==> src/rtl/minterm_pkg.sv <==
// Shared types and constants for the minterm sweep controller.
//   VEC_W / NUM_VEC      : input vector width and number of vectors swept
//   CNT_W / ERR_W        : settle counter and error counter widths
//   DEFAULT_MINTERM_MASK : expected truth table, bit k = F(WXYZ = k)
//   state_e              : sweep FSM states
package minterm_pkg;

  localparam int unsigned VEC_W   = 4;
  localparam int unsigned NUM_VEC = 16;
  localparam int unsigned CNT_W   = 4;
  localparam int unsigned ERR_W   = 5;

  localparam logic [NUM_VEC-1:0] DEFAULT_MINTERM_MASK = 16'hDF03;

  typedef enum logic [1:0] {
    IDLE   = 2'd0,
    SETTLE = 2'd1,
    SAMPLE = 2'd2,
    DONE   = 2'd3
  } state_e;

endpackage

==> src/rtl/minterm_sweep_ctrl_if.sv <==
// Start/status handshake plus datapath stimulus/response for the sweep controller.
//   slave  : controller view (takes start/abort/f_in, drives wxyz and status)
//   master : host/datapath view (drives start/abort/f_in, observes the rest)
interface minterm_sweep_ctrl_if;
  import minterm_pkg::*;

  logic                 start;
  logic                 abort;
  logic                 f_in;
  logic [VEC_W-1:0]     wxyz;
  logic                 busy;
  logic                 done;
  logic                 pass;
  logic [NUM_VEC-1:0]   truth;
  logic [ERR_W-1:0]     err_count;
  logic [VEC_W-1:0]     first_err_idx;
  logic                 err_valid;

  modport slave (
    input  start, abort, f_in,
    output wxyz, busy, done, pass, truth, err_count, first_err_idx, err_valid
  );

  modport master (
    output start, abort, f_in,
    input  wxyz, busy, done, pass, truth, err_count, first_err_idx, err_valid
  );

endinterface

==> src/rtl/settle_timer.sv <==
// Loadable down-counter that measures how long a vector has been held.
//   clk, rst_n   : clock, synchronous active-low reset
//   load_i       : load load_val_i (takes priority over dec_i)
//   load_val_i   : reload value
//   dec_i        : decrement, stops at zero
//   zero_c_o     : counter is zero (decode of the count register)
module settle_timer #(
  parameter int unsigned W = 4
) (
  input  logic         clk,
  input  logic         rst_n,
  input  logic         load_i,
  input  logic [W-1:0] load_val_i,
  input  logic         dec_i,
  output logic         zero_c_o
);

  logic [W-1:0] cnt_q;

  // Counter register
  always_ff @(posedge clk) begin
    if (!rst_n) begin
      cnt_q <= '0;
    end else if (load_i) begin
      cnt_q <= load_val_i;
    end else if (dec_i && (cnt_q != '0)) begin
      cnt_q <= cnt_q - W'(1);
    end
  end

  assign zero_c_o = (cnt_q == '0);

endmodule

==> src/rtl/minterm_sweep_ctrl.sv <==
// Self-checking sweep of a 4-input minterm function: drives all 16 vectors in
// ascending order, samples f_in after SETTLE_CYCLES+1 cycles per vector, builds
// the captured truth table and compares it against MINTERM_MASK.
//   clk, rst_n : clock, synchronous active-low reset
//   bus        : start/abort/f_in in; wxyz, busy, done, pass, truth,
//                err_count, first_err_idx, err_valid out (all registered)
module minterm_sweep_ctrl
  import minterm_pkg::*;
#(
  parameter logic [NUM_VEC-1:0] MINTERM_MASK  = DEFAULT_MINTERM_MASK,
  parameter int unsigned        SETTLE_CYCLES = 2
) (
  input  logic                 clk,
  input  logic                 rst_n,
  minterm_sweep_ctrl_if.slave  bus
);

  localparam logic [CNT_W-1:0] SETTLE_RELOAD = CNT_W'(SETTLE_CYCLES - 1);
  localparam logic [VEC_W-1:0] LAST_IDX      = VEC_W'(NUM_VEC - 1);

  state_e               state_q, state_d;
  logic [VEC_W-1:0]     idx_q, idx_d;
  logic [VEC_W-1:0]     wxyz_q, wxyz_d;
  logic [NUM_VEC-1:0]   truth_q, truth_d;
  logic [ERR_W-1:0]     err_cnt_q, err_cnt_d;
  logic [VEC_W-1:0]     first_q, first_d;
  logic                 err_valid_q, err_valid_d;
  logic                 busy_q, busy_d;
  logic                 done_q, done_d;
  logic                 pass_q, pass_d;

  logic                 tmr_load;
  logic                 tmr_dec;
  logic                 tmr_zero;

  settle_timer #(.W(CNT_W)) u_settle_timer (
    .clk        (clk),
    .rst_n      (rst_n),
    .load_i     (tmr_load),
    .load_val_i (SETTLE_RELOAD),
    .dec_i      (tmr_dec),
    .zero_c_o   (tmr_zero)
  );

  // State and result registers
  always_ff @(posedge clk) begin
    if (!rst_n) begin
      state_q     <= IDLE;
      idx_q       <= '0;
      wxyz_q      <= '0;
      truth_q     <= '0;
      err_cnt_q   <= '0;
      first_q     <= '0;
      err_valid_q <= 1'b0;
      busy_q      <= 1'b0;
      done_q      <= 1'b0;
      pass_q      <= 1'b0;
    end else begin
      state_q     <= state_d;
      idx_q       <= idx_d;
      wxyz_q      <= wxyz_d;
      truth_q     <= truth_d;
      err_cnt_q   <= err_cnt_d;
      first_q     <= first_d;
      err_valid_q <= err_valid_d;
      busy_q      <= busy_d;
      done_q      <= done_d;
      pass_q      <= pass_d;
    end
  end

  // Next-state, sweep index, capture and compare
  always_comb begin
    state_d     = state_q;
    idx_d       = idx_q;
    wxyz_d      = wxyz_q;
    truth_d     = truth_q;
    err_cnt_d   = err_cnt_q;
    first_d     = first_q;
    err_valid_d = err_valid_q;
    tmr_load    = 1'b0;
    tmr_dec     = 1'b0;

    unique case (state_q)
      IDLE, DONE: begin
        // abort is ignored here, so start always wins when both are high
        if (bus.start) begin
          state_d     = SETTLE;
          idx_d       = '0;
          wxyz_d      = '0;
          truth_d     = '0;
          err_cnt_d   = '0;
          first_d     = '0;
          err_valid_d = 1'b0;
          tmr_load    = 1'b1;
        end
      end

      SETTLE: begin
        if (bus.abort) begin
          state_d = IDLE;
          wxyz_d  = '0;
        end else if (tmr_zero) begin
          state_d = SAMPLE;
        end else begin
          tmr_dec = 1'b1;
        end
      end

      SAMPLE: begin
        if (bus.abort) begin
          state_d = IDLE;
          wxyz_d  = '0;
        end else begin
          truth_d[idx_q] = bus.f_in;
          if (bus.f_in != MINTERM_MASK[idx_q]) begin
            err_cnt_d = err_cnt_q + ERR_W'(1);
            if (!err_valid_q) begin
              err_valid_d = 1'b1;
              first_d     = idx_q;
            end
          end
          if (idx_q == LAST_IDX) begin
            state_d = DONE;
          end else begin
            idx_d    = idx_q + VEC_W'(1);
            wxyz_d   = idx_q + VEC_W'(1);
            tmr_load = 1'b1;
            state_d  = SETTLE;
          end
        end
      end

      default: state_d = IDLE;
    endcase
  end

  // Status flags: busy follows the next state; done/pass assert one cycle
  // after DONE is entered and drop on the restart edge.
  always_comb begin
    busy_d = (state_d == SETTLE) || (state_d == SAMPLE);
    done_d = (state_q == DONE) && (state_d == DONE);
    pass_d = done_d && (err_cnt_q == '0);
  end

  assign bus.wxyz          = wxyz_q;
  assign bus.busy          = busy_q;
  assign bus.done          = done_q;
  assign bus.pass          = pass_q;
  assign bus.truth         = truth_q;
  assign bus.err_count     = err_cnt_q;
  assign bus.first_err_idx = first_q;
  assign bus.err_valid     = err_valid_q;

endmodule

==> src/flat_wrapper.sv <==
// flat-port wrapper written by rule: the top's interface ports become plain ports
module minterm_sweep_ctrl_flat import minterm_pkg::*;
#(
  parameter logic [NUM_VEC-1:0] MINTERM_MASK  = DEFAULT_MINTERM_MASK,
  parameter int unsigned        SETTLE_CYCLES = 2
)
  (clk, rst_n, bus_start, bus_abort, bus_f_in, bus_wxyz, bus_busy, bus_done, bus_pass, bus_truth, bus_err_count, bus_first_err_idx, bus_err_valid);
  minterm_sweep_ctrl_if bus_i ();
  input  logic clk;
  input  logic rst_n;
  input wire logic [$bits(bus_i.start)-1:0] bus_start;
  input wire logic [$bits(bus_i.abort)-1:0] bus_abort;
  input wire logic [$bits(bus_i.f_in)-1:0] bus_f_in;
  output wire logic [$bits(bus_i.wxyz)-1:0] bus_wxyz;
  output wire logic [$bits(bus_i.busy)-1:0] bus_busy;
  output wire logic [$bits(bus_i.done)-1:0] bus_done;
  output wire logic [$bits(bus_i.pass)-1:0] bus_pass;
  output wire logic [$bits(bus_i.truth)-1:0] bus_truth;
  output wire logic [$bits(bus_i.err_count)-1:0] bus_err_count;
  output wire logic [$bits(bus_i.first_err_idx)-1:0] bus_first_err_idx;
  output wire logic [$bits(bus_i.err_valid)-1:0] bus_err_valid;
  assign bus_i.start = bus_start;
  assign bus_i.abort = bus_abort;
  assign bus_i.f_in = bus_f_in;
  assign bus_wxyz = bus_i.wxyz;
  assign bus_busy = bus_i.busy;
  assign bus_done = bus_i.done;
  assign bus_pass = bus_i.pass;
  assign bus_truth = bus_i.truth;
  assign bus_err_count = bus_i.err_count;
  assign bus_first_err_idx = bus_i.first_err_idx;
  assign bus_err_valid = bus_i.err_valid;
  minterm_sweep_ctrl #(.MINTERM_MASK(MINTERM_MASK), .SETTLE_CYCLES(SETTLE_CYCLES)) u_core (.clk(clk), .rst_n(rst_n), .bus(bus_i));
endmodule
==> config.mk <==
export PLATFORM = sky130hd
export DESIGN_NAME = minterm_sweep_ctrl_flat
export DESIGN_NICKNAME = d
export VERILOG_FILES = /design/src/rtl/minterm_pkg.sv /design/src/rtl/minterm_sweep_ctrl_if.sv /design/src/rtl/settle_timer.sv /design/src/rtl/minterm_sweep_ctrl.sv /design/src/flat_wrapper.sv
export SDC_FILE = /design/constraint.sdc
export NUM_CORES = 1
export LEC_CHECK = 0
export ABC_CLOCK_PERIOD_IN_PS = 2000
export CELL_PAD_IN_SITES_DETAIL_PLACEMENT = 0
export CELL_PAD_IN_SITES_GLOBAL_PLACEMENT = 2
export CORE_ASPECT_RATIO = 0.9
export CORE_UTILIZATION = 28
export DETAILED_ROUTE_END_ITERATION = 6
export GPL_ROUTABILITY_DRIVEN = 1
export GPL_TIMING_DRIVEN = 0
export PLACE_DENSITY = 0.87
export SKIP_LAST_GASP = 1
export SYNTH_ARGS = -nofsm -noshare
export SYNTH_HDL_FRONTEND = slang
export SYNTH_SLANG_ARGS = --single-unit
==> constraint.sdc <==
create_clock -name clk -period 2 [get_ports clk]
set_input_delay 0.4 -clock clk [delete_from_list [all_inputs] [get_ports clk]]
set_output_delay 0.4 -clock clk [all_outputs]
set_load 0.01 [all_outputs]
==> out/summary.txt, run 1 <==
Worst min path class - reg2reg
Post-synth cell types - 50
Top-area cell type share of the netlist area - 0.381
Root Buffer - clkbuf_8
H-tree depth - 2
Final hold violations - 0
Antenna violations before repair - 0
# Max-Cap Violations - 0
Yosys warning count - 0
EDFF count, synth - 0
Layout cells sized above 1 - 0.150
Footprint of the multi-input gates - 1370 um2
Seq cells post-synth - 44
Area contributors post-synth - dfxtp_1 (38%), a21oi_1 (9.1%), ha_1 (6.5%)
Row count - 31
CP max-delay cell - mux2_2
CTS Buf Count - 5
Tcrit/Tclk final - 1.00
DP HPWL - 4.33 mm
Final max-slew violation count - 0
Final wirelength - 6.13 mm
Worst path cell trace - inv_1 > ha_4 > buf_6 > mux2_2 > a31o_2 > a221oi_1 > o221ai_1
Wire per inst - 14.2 um
Vias - 2,187
Max_slew headroom - 0.606
Predominant post-synthesis flop cell - dfxtp_1
Pwr Density - 1000 nW/um2
Required time worst endpoint - 2.14 ns
Clock latency on the worst-skew pair - 0.30 ns
Delay-heaviest family, CP - compound AO/OA/AOI/OAI gates
CTS Hold Bufs - 0
Final Critical Period - 2.00 ns
Status - finished with violations
Post-Synthesis Cell Area - 2310 um2
Die X - 97.8 um
Crit-path max FO - 5
Worst setup EP type - flop
Initial core utilization - 0.288
Final setup vio count - 0
Synthesized instance count - 282
Post-synth top cells - dfxtp_1 (44), a21oi_1 (42), o21ai_0 (26)
Vias per cell - 5.05
Unrepaired setup endpoints after global routing - yes
Worst setup SP type - flop
Most frequent cell after synthesis - dfxtp_1
Clk pin slew, worst setup/hold paths - 0.08 ns
Nets@finish - 350
Syn Nets - 299
Data arrival, critical path - 2.14 ns
Fin Clk Skew - 0.0137 ns
Leading area contributor after synthesis - dfxtp_1
Final ANT Viol Nets - 0
FILL cells - 816
Fraction of registers with async set/reset - 0
Post-synthesis sequential area ratio - 0.381
Core ar. - 8030 um2
FF+latch area - 890 um2
Pre-CTS setup slack - -0.442 ns
Largest net degree at the start of global routing - 14
Grt ovf - 0
Initial detailed-routing violation count - 109
Worst Slack Setup Final - 0.000889 ns
Leak Pwr - 1.06 nW
Chip Height - 88.2 um
Die area - 8630 um2
Worst Path Buf+Inv - 2
Crit path largest cell delay - 0.39 ns
Residual DRC - 6
Port Buffers - 37
Mapped Avg Cell Area - 8.20 um2
Peak VDD IR - 0.000422 V
Routability Congestion - 0.764
Total track usage - 0.143
Measured slew at the worst slew-check pin - 0.591 ns
I/O pin count - 38
Hold Slack - 0.460 ns
First-pass iteration count of the detailed router - 6
First-pass GRT wire length - 9.85 mm
Failing checks - DRC
Vias in the first global route - 1,902
Synth-to-layout area growth - 31.8%
Fmax - 500 MHz
CTS Buffer Depth - 2
Worst Setup Path Type - reg2reg
CTS tree - built
Final antenna diode count - 0
Clock Sink Count - 44
-- timing repair --
action | CTS | global route
buffers inserted | 6 | 1
gates resized for setup | 5 | 26
gates cloned | 0 | 0
pin swaps | 6 | 4
endpoints found under the setup margin | 22 | 24
-- sequential cells by signal (all words and copies together) (netlist names), named ones only --
register,flops
u_core.bus.busy,1
u_core.bus.done,1
u_core.bus.first_err_idx,4
u_core.idx_q,4
u_core.bus.pass,1
u_core.bus.wxyz,4
u_core.bus.truth,16
u_core.state_q,2
u_core.bus.err_count,5
u_core.u_settle_timer.cnt_q,4
u_core.bus.err_valid,1
-- path summary, 6_finish.rpt --
| kind | start | to | slack, ns | cells after the start |
|---|---|---|---|---|
| max | u_core.state_q[0] | flop | 0.0009 | 7 |
| min | u_core.bus.wxyz[3] | u_core.bus.wxyz[3] | 0.46 | 2 |
| max reg2reg | u_core.state_q[0] | flop | 0.0009 | 7 |
| min reg2reg | u_core.bus.wxyz[3] | u_core.bus.wxyz[3] | 0.46 | 2 |
-- report_power, final --
group | leakage (nW) | switching (W) | internal, W
sequential | 0.358 | 0.0000392 | 0.000938
combinational | 0.649 | 0.000780 | 0.000619
clock | 0.0552 | 0.000317 | 0.000371
total | 1.06 | 0.00114 | 0.00193
-- tightest hold or removal path: stages, from the launching register on --
cell     delay [ns]
dfxtp_1        0.32
nand2_1        0.05
a21oi_1        0.05
-- per-stage QoR --
stage / utilization / instance area, um2 / total power, W / cells / TNS, ns
after CTS: 0.370 / 2970 / 0.00294 / 432 / 0
final: 0.380 / 3050 / 0.00306 / 433 / 0
after floorplan: - / 2310 / 0.00184 / 282 / 0
after global routing: 0.380 / 3050 / 0.00328 / 433 / -0.108
after global placement: 0.350 / 2810 / 0.00213 / 418 / -9.36
after detailed placement: 0.350 / 2810 / 0.00213 / 418 / -9.47
-- cell families (layout without fill, tap and decap cells) --
group / Yosys count / in the layout / synth area share
compound gates: 94 / 94 / 0.231
fa+ha+maj: 12 / 12 / 0.0649
flops: 44 / 44 / 0.381
simple gates: 92 / 92 / 0.228
mux: 4 / 4 / 0.0178
xor+xnor: 5 / 5 / 0.0189
buf+inv: 31 / 83 / 0.0589
-- metal layers --
metal | share of wire | vias to the layer above | global-route usage
li1 | - | 1118 | -
met1 | 0.51 | 1014 | 0.204
met2 | 0.44 | 51 | 0.224
met3 | 0.042 | 4 | 0.0284
met4 | 0.0088 | 0 | 0.0331
met5 | 0 | - | 0
-- layout make-up --
type / instances / area share
plain buffers: 21 / 0.0336
clock buffers: 6 / 0.0238
clock inverters: 2 / 0.0115
inverters: 10 / 0.0123
multi-input cells: 207 / 0.448
flip-flops and latches: 44 / 0.292
well taps: 99 / 0.0406
repair buffers: 44 / 0.138
-- layout by cell type (no fill, tap or decap), types with 4 or more instances in the layout --
master            n
nor2b_1           4
a31oi_1           5
clkbuf_2          5
nand2_1          12
clkdlybuf4s50_1  36
nand4_1          10
ha_1              9
dfxtp_1          39
o21ai_0          24
nand3_1          19
nor2_1           14
inv_1             9
a21oi_1          39
and2_1           11
buf_4             7
clkbuf_1         13
clkbuf_8          5
dfxtp_2           4
No activity file was read; power rests on OpenSTA's default activity.
==> inputs of run 2 (changes only) <==
--- a/config.mk
+++ b/config.mk
@@ -9,11 +9,12 @@
 export CELL_PAD_IN_SITES_DETAIL_PLACEMENT = 0
 export CELL_PAD_IN_SITES_GLOBAL_PLACEMENT = 2
 export CORE_ASPECT_RATIO = 0.9
-export CORE_UTILIZATION = 28
+export CORE_UTILIZATION = 29
+export CTS_BUF_LIST = sky130_fd_sc_hd__clkbuf_4
 export DETAILED_ROUTE_END_ITERATION = 6
 export GPL_ROUTABILITY_DRIVEN = 1
 export GPL_TIMING_DRIVEN = 0
-export PLACE_DENSITY = 0.87
+export PLACE_DENSITY = 0.89
 export SKIP_LAST_GASP = 1
 export SYNTH_ARGS = -nofsm -noshare
 export SYNTH_HDL_FRONTEND = slang
==> run 2 against run 1 <==
Die area shrank 3.4%. Combinational power hardly changed. Register-to-register slack better by 0.05 ns. Cell area down 1.1%. Clock skew up 0.0073 ns. First-iteration DRC count fell by 23%. Clock-buffer cell count fell by 1. Highest routed layer unchanged. The run now ends clean. Power is 3.9% lower. Critical path depth unchanged.
==> out/summary.txt, run 2 (synthesis gave the netlist of run 1 again) <==
FILL cells - 809
Final Power - 0.00294 W
Fin Clk Skew - 0.0210 ns
Core ar. - 7620 um2
Max reg flops - 16
Pwr Density - 976 nW/um2
Final Util - 0.396
Die X - 96.2 um
Clk pin slew, worst setup/hold paths - 0.15 ns
Worst path cell trace - inv_2 > ha_4 > buf_6 > nor2b_4 > or4_4 > or3_1 > a21oi_1
Crit path largest cell delay - 0.50 ns
Nets@finish - 349
Most frequent cells in the layout - a21oi_1 (42), dfxtp_1 (38), clkdlybuf4s50_1 (36)
Total track usage - 0.157
Worst Setup Path Type - reg2reg
Chip Height - 86.7 um
Post-route cell area - 3020 um2
CTS tree - built
Largest net degree at the start of global routing - 15
Delay-heaviest family, CP - simple AND/OR/NAND/NOR gates
Area post-placement - 2810 um2
M3 GR Usage - 0.0298
GRT met1 Usage - 0.225
Grt ovf - 0
Antenna violations before repair - 0
Final Critical Period - 1.95 ns
Clock Sink Count - 44
Vias - 2,155
Vias in the first global route - 2,006
Worst setup SP type - flop
Leak Pwr - 1.05 nW
Port Buffers - 37
Initial detailed-routing violation count - 84
First-pass iteration count of the detailed router - 4
Fmax - 514 MHz
Wire per inst - 14.1 um
Worst setup EP type - flop
Final hold violations - 0
Tcrit/Tclk final - 0.973
Final setup vio count - 0
Vias per cell - 5.02
Worst min path class - reg2reg
Final max-slew violation count - 0
Data arrival, critical path - 2.25 ns
Status - finished clean
Met2 usage - 0.236
Hold Slack - 0.478 ns
I/O pin count - 38
Synth-to-layout area growth - 30.4%
Residual DRC - 0
First-pass GRT wire length - 10.1 mm
Worst Path Buf+Inv - 2
H-tree depth - 2
Measured slew at the worst slew-check pin - 0.538 ns
Required time worst endpoint - 2.30 ns
Peak VDD IR - 0.000368 V
CTS Buffer Depth - 2
Die area - 8340 um2
Clock latency on the worst-skew pair - 0.38 ns
Max_slew headroom - 0.640
Final antenna diode count - 0
Initial core utilization - 0.304
Final wirelength - 6.07 mm
DP HPWL - 4.31 mm
Crit-path max FO - 6
# Max-Cap Violations - 0
GR peak layer - met2
Root Buffer - clkbuf_4
CTS Buf Count - 5
Most common cell after layout, fill and taps aside - a21oi_1
Final ANT Viol Nets - 0
Routability Congestion - 0.782
Row count - 30
CP max-delay cell - or4_4
Layout cells sized above 1 - 0.156
run 2: cell count changes in the layout (fill, tap and decap cells not counted), sizes merged:
cell | before | now
clkbuf | 23 | 21
dlygate4sd2 | 1 | 0
dlymetal6s2s | 0 | 1
clkinv | 1 | 2
run 2: layout make-up:
| type | count | area (um2) | share of cell area |
|---|---|---|---|
| flip-flops and latches | 44 | 891 | 0.295 |
| clock buffers | 5 | 37.5 | 0.0124 |
| repair buffers | 43 | 418 | 0.139 |
| inverters | 10 | 37.5 | 0.0124 |
| plain buffers | 21 | 103 | 0.0340 |
| multi-input cells | 207 | 1370 | 0.453 |
| well taps | 96 | 120 | 0.0398 |
| clock inverters | 3 | 42.5 | 0.0141 |
run 2: worst paths after layout:
path / depth (start not counted) / start / to / slack (ns)
min reg2reg: 2 / u_core.bus.wxyz[0] / u_core.bus.wxyz[0] / 0.48
max reg2reg: 7 / u_core.state_q[0] / u_core.bus.err_count[3] / 0.05
max: 7 / u_core.state_q[0] / u_core.bus.err_count[3] / 0.05
min: 2 / u_core.bus.wxyz[0] / u_core.bus.wxyz[0] / 0.48
run 2: power breakdown:
part           internal (W)  switching, W
registers          0.000939     0.0000422
logic              0.000595      0.000779
clock network      0.000262      0.000326
total               0.00180       0.00115
run 2: per-layer routing:
layer  part of all wire  vias to the layer above
met2               0.44                       37
li1                   -                     1117
met3              0.028                        6
met1               0.52                      995
met4              0.014                        0
met5                  0                        -
run 2: worst min-delay path, stage by stage, from the launching register on:
cell,delay [ns]
dfxtp_1,0.34
nand2_1,0.05
a21oi_1,0.05
run 2: per-stage QoR:
stage               cells  TNS, ns  setup slack (ns)
global placement      415    -8.92            -0.424
CTS                   428  -0.0116           -0.0116
detailed placement    415    -8.96            -0.423
global route          429  -0.0239           -0.0239
floorplan             282        0            0.0299
finish                429        0            0.0532
run 2: repair_timing:
item                                    CTS  global route
endpoints found under the setup margin   22            27
resized for setup                         7            32
pin swaps                                 5             8
hold buffers                              0             0
buffers inserted                          5             1
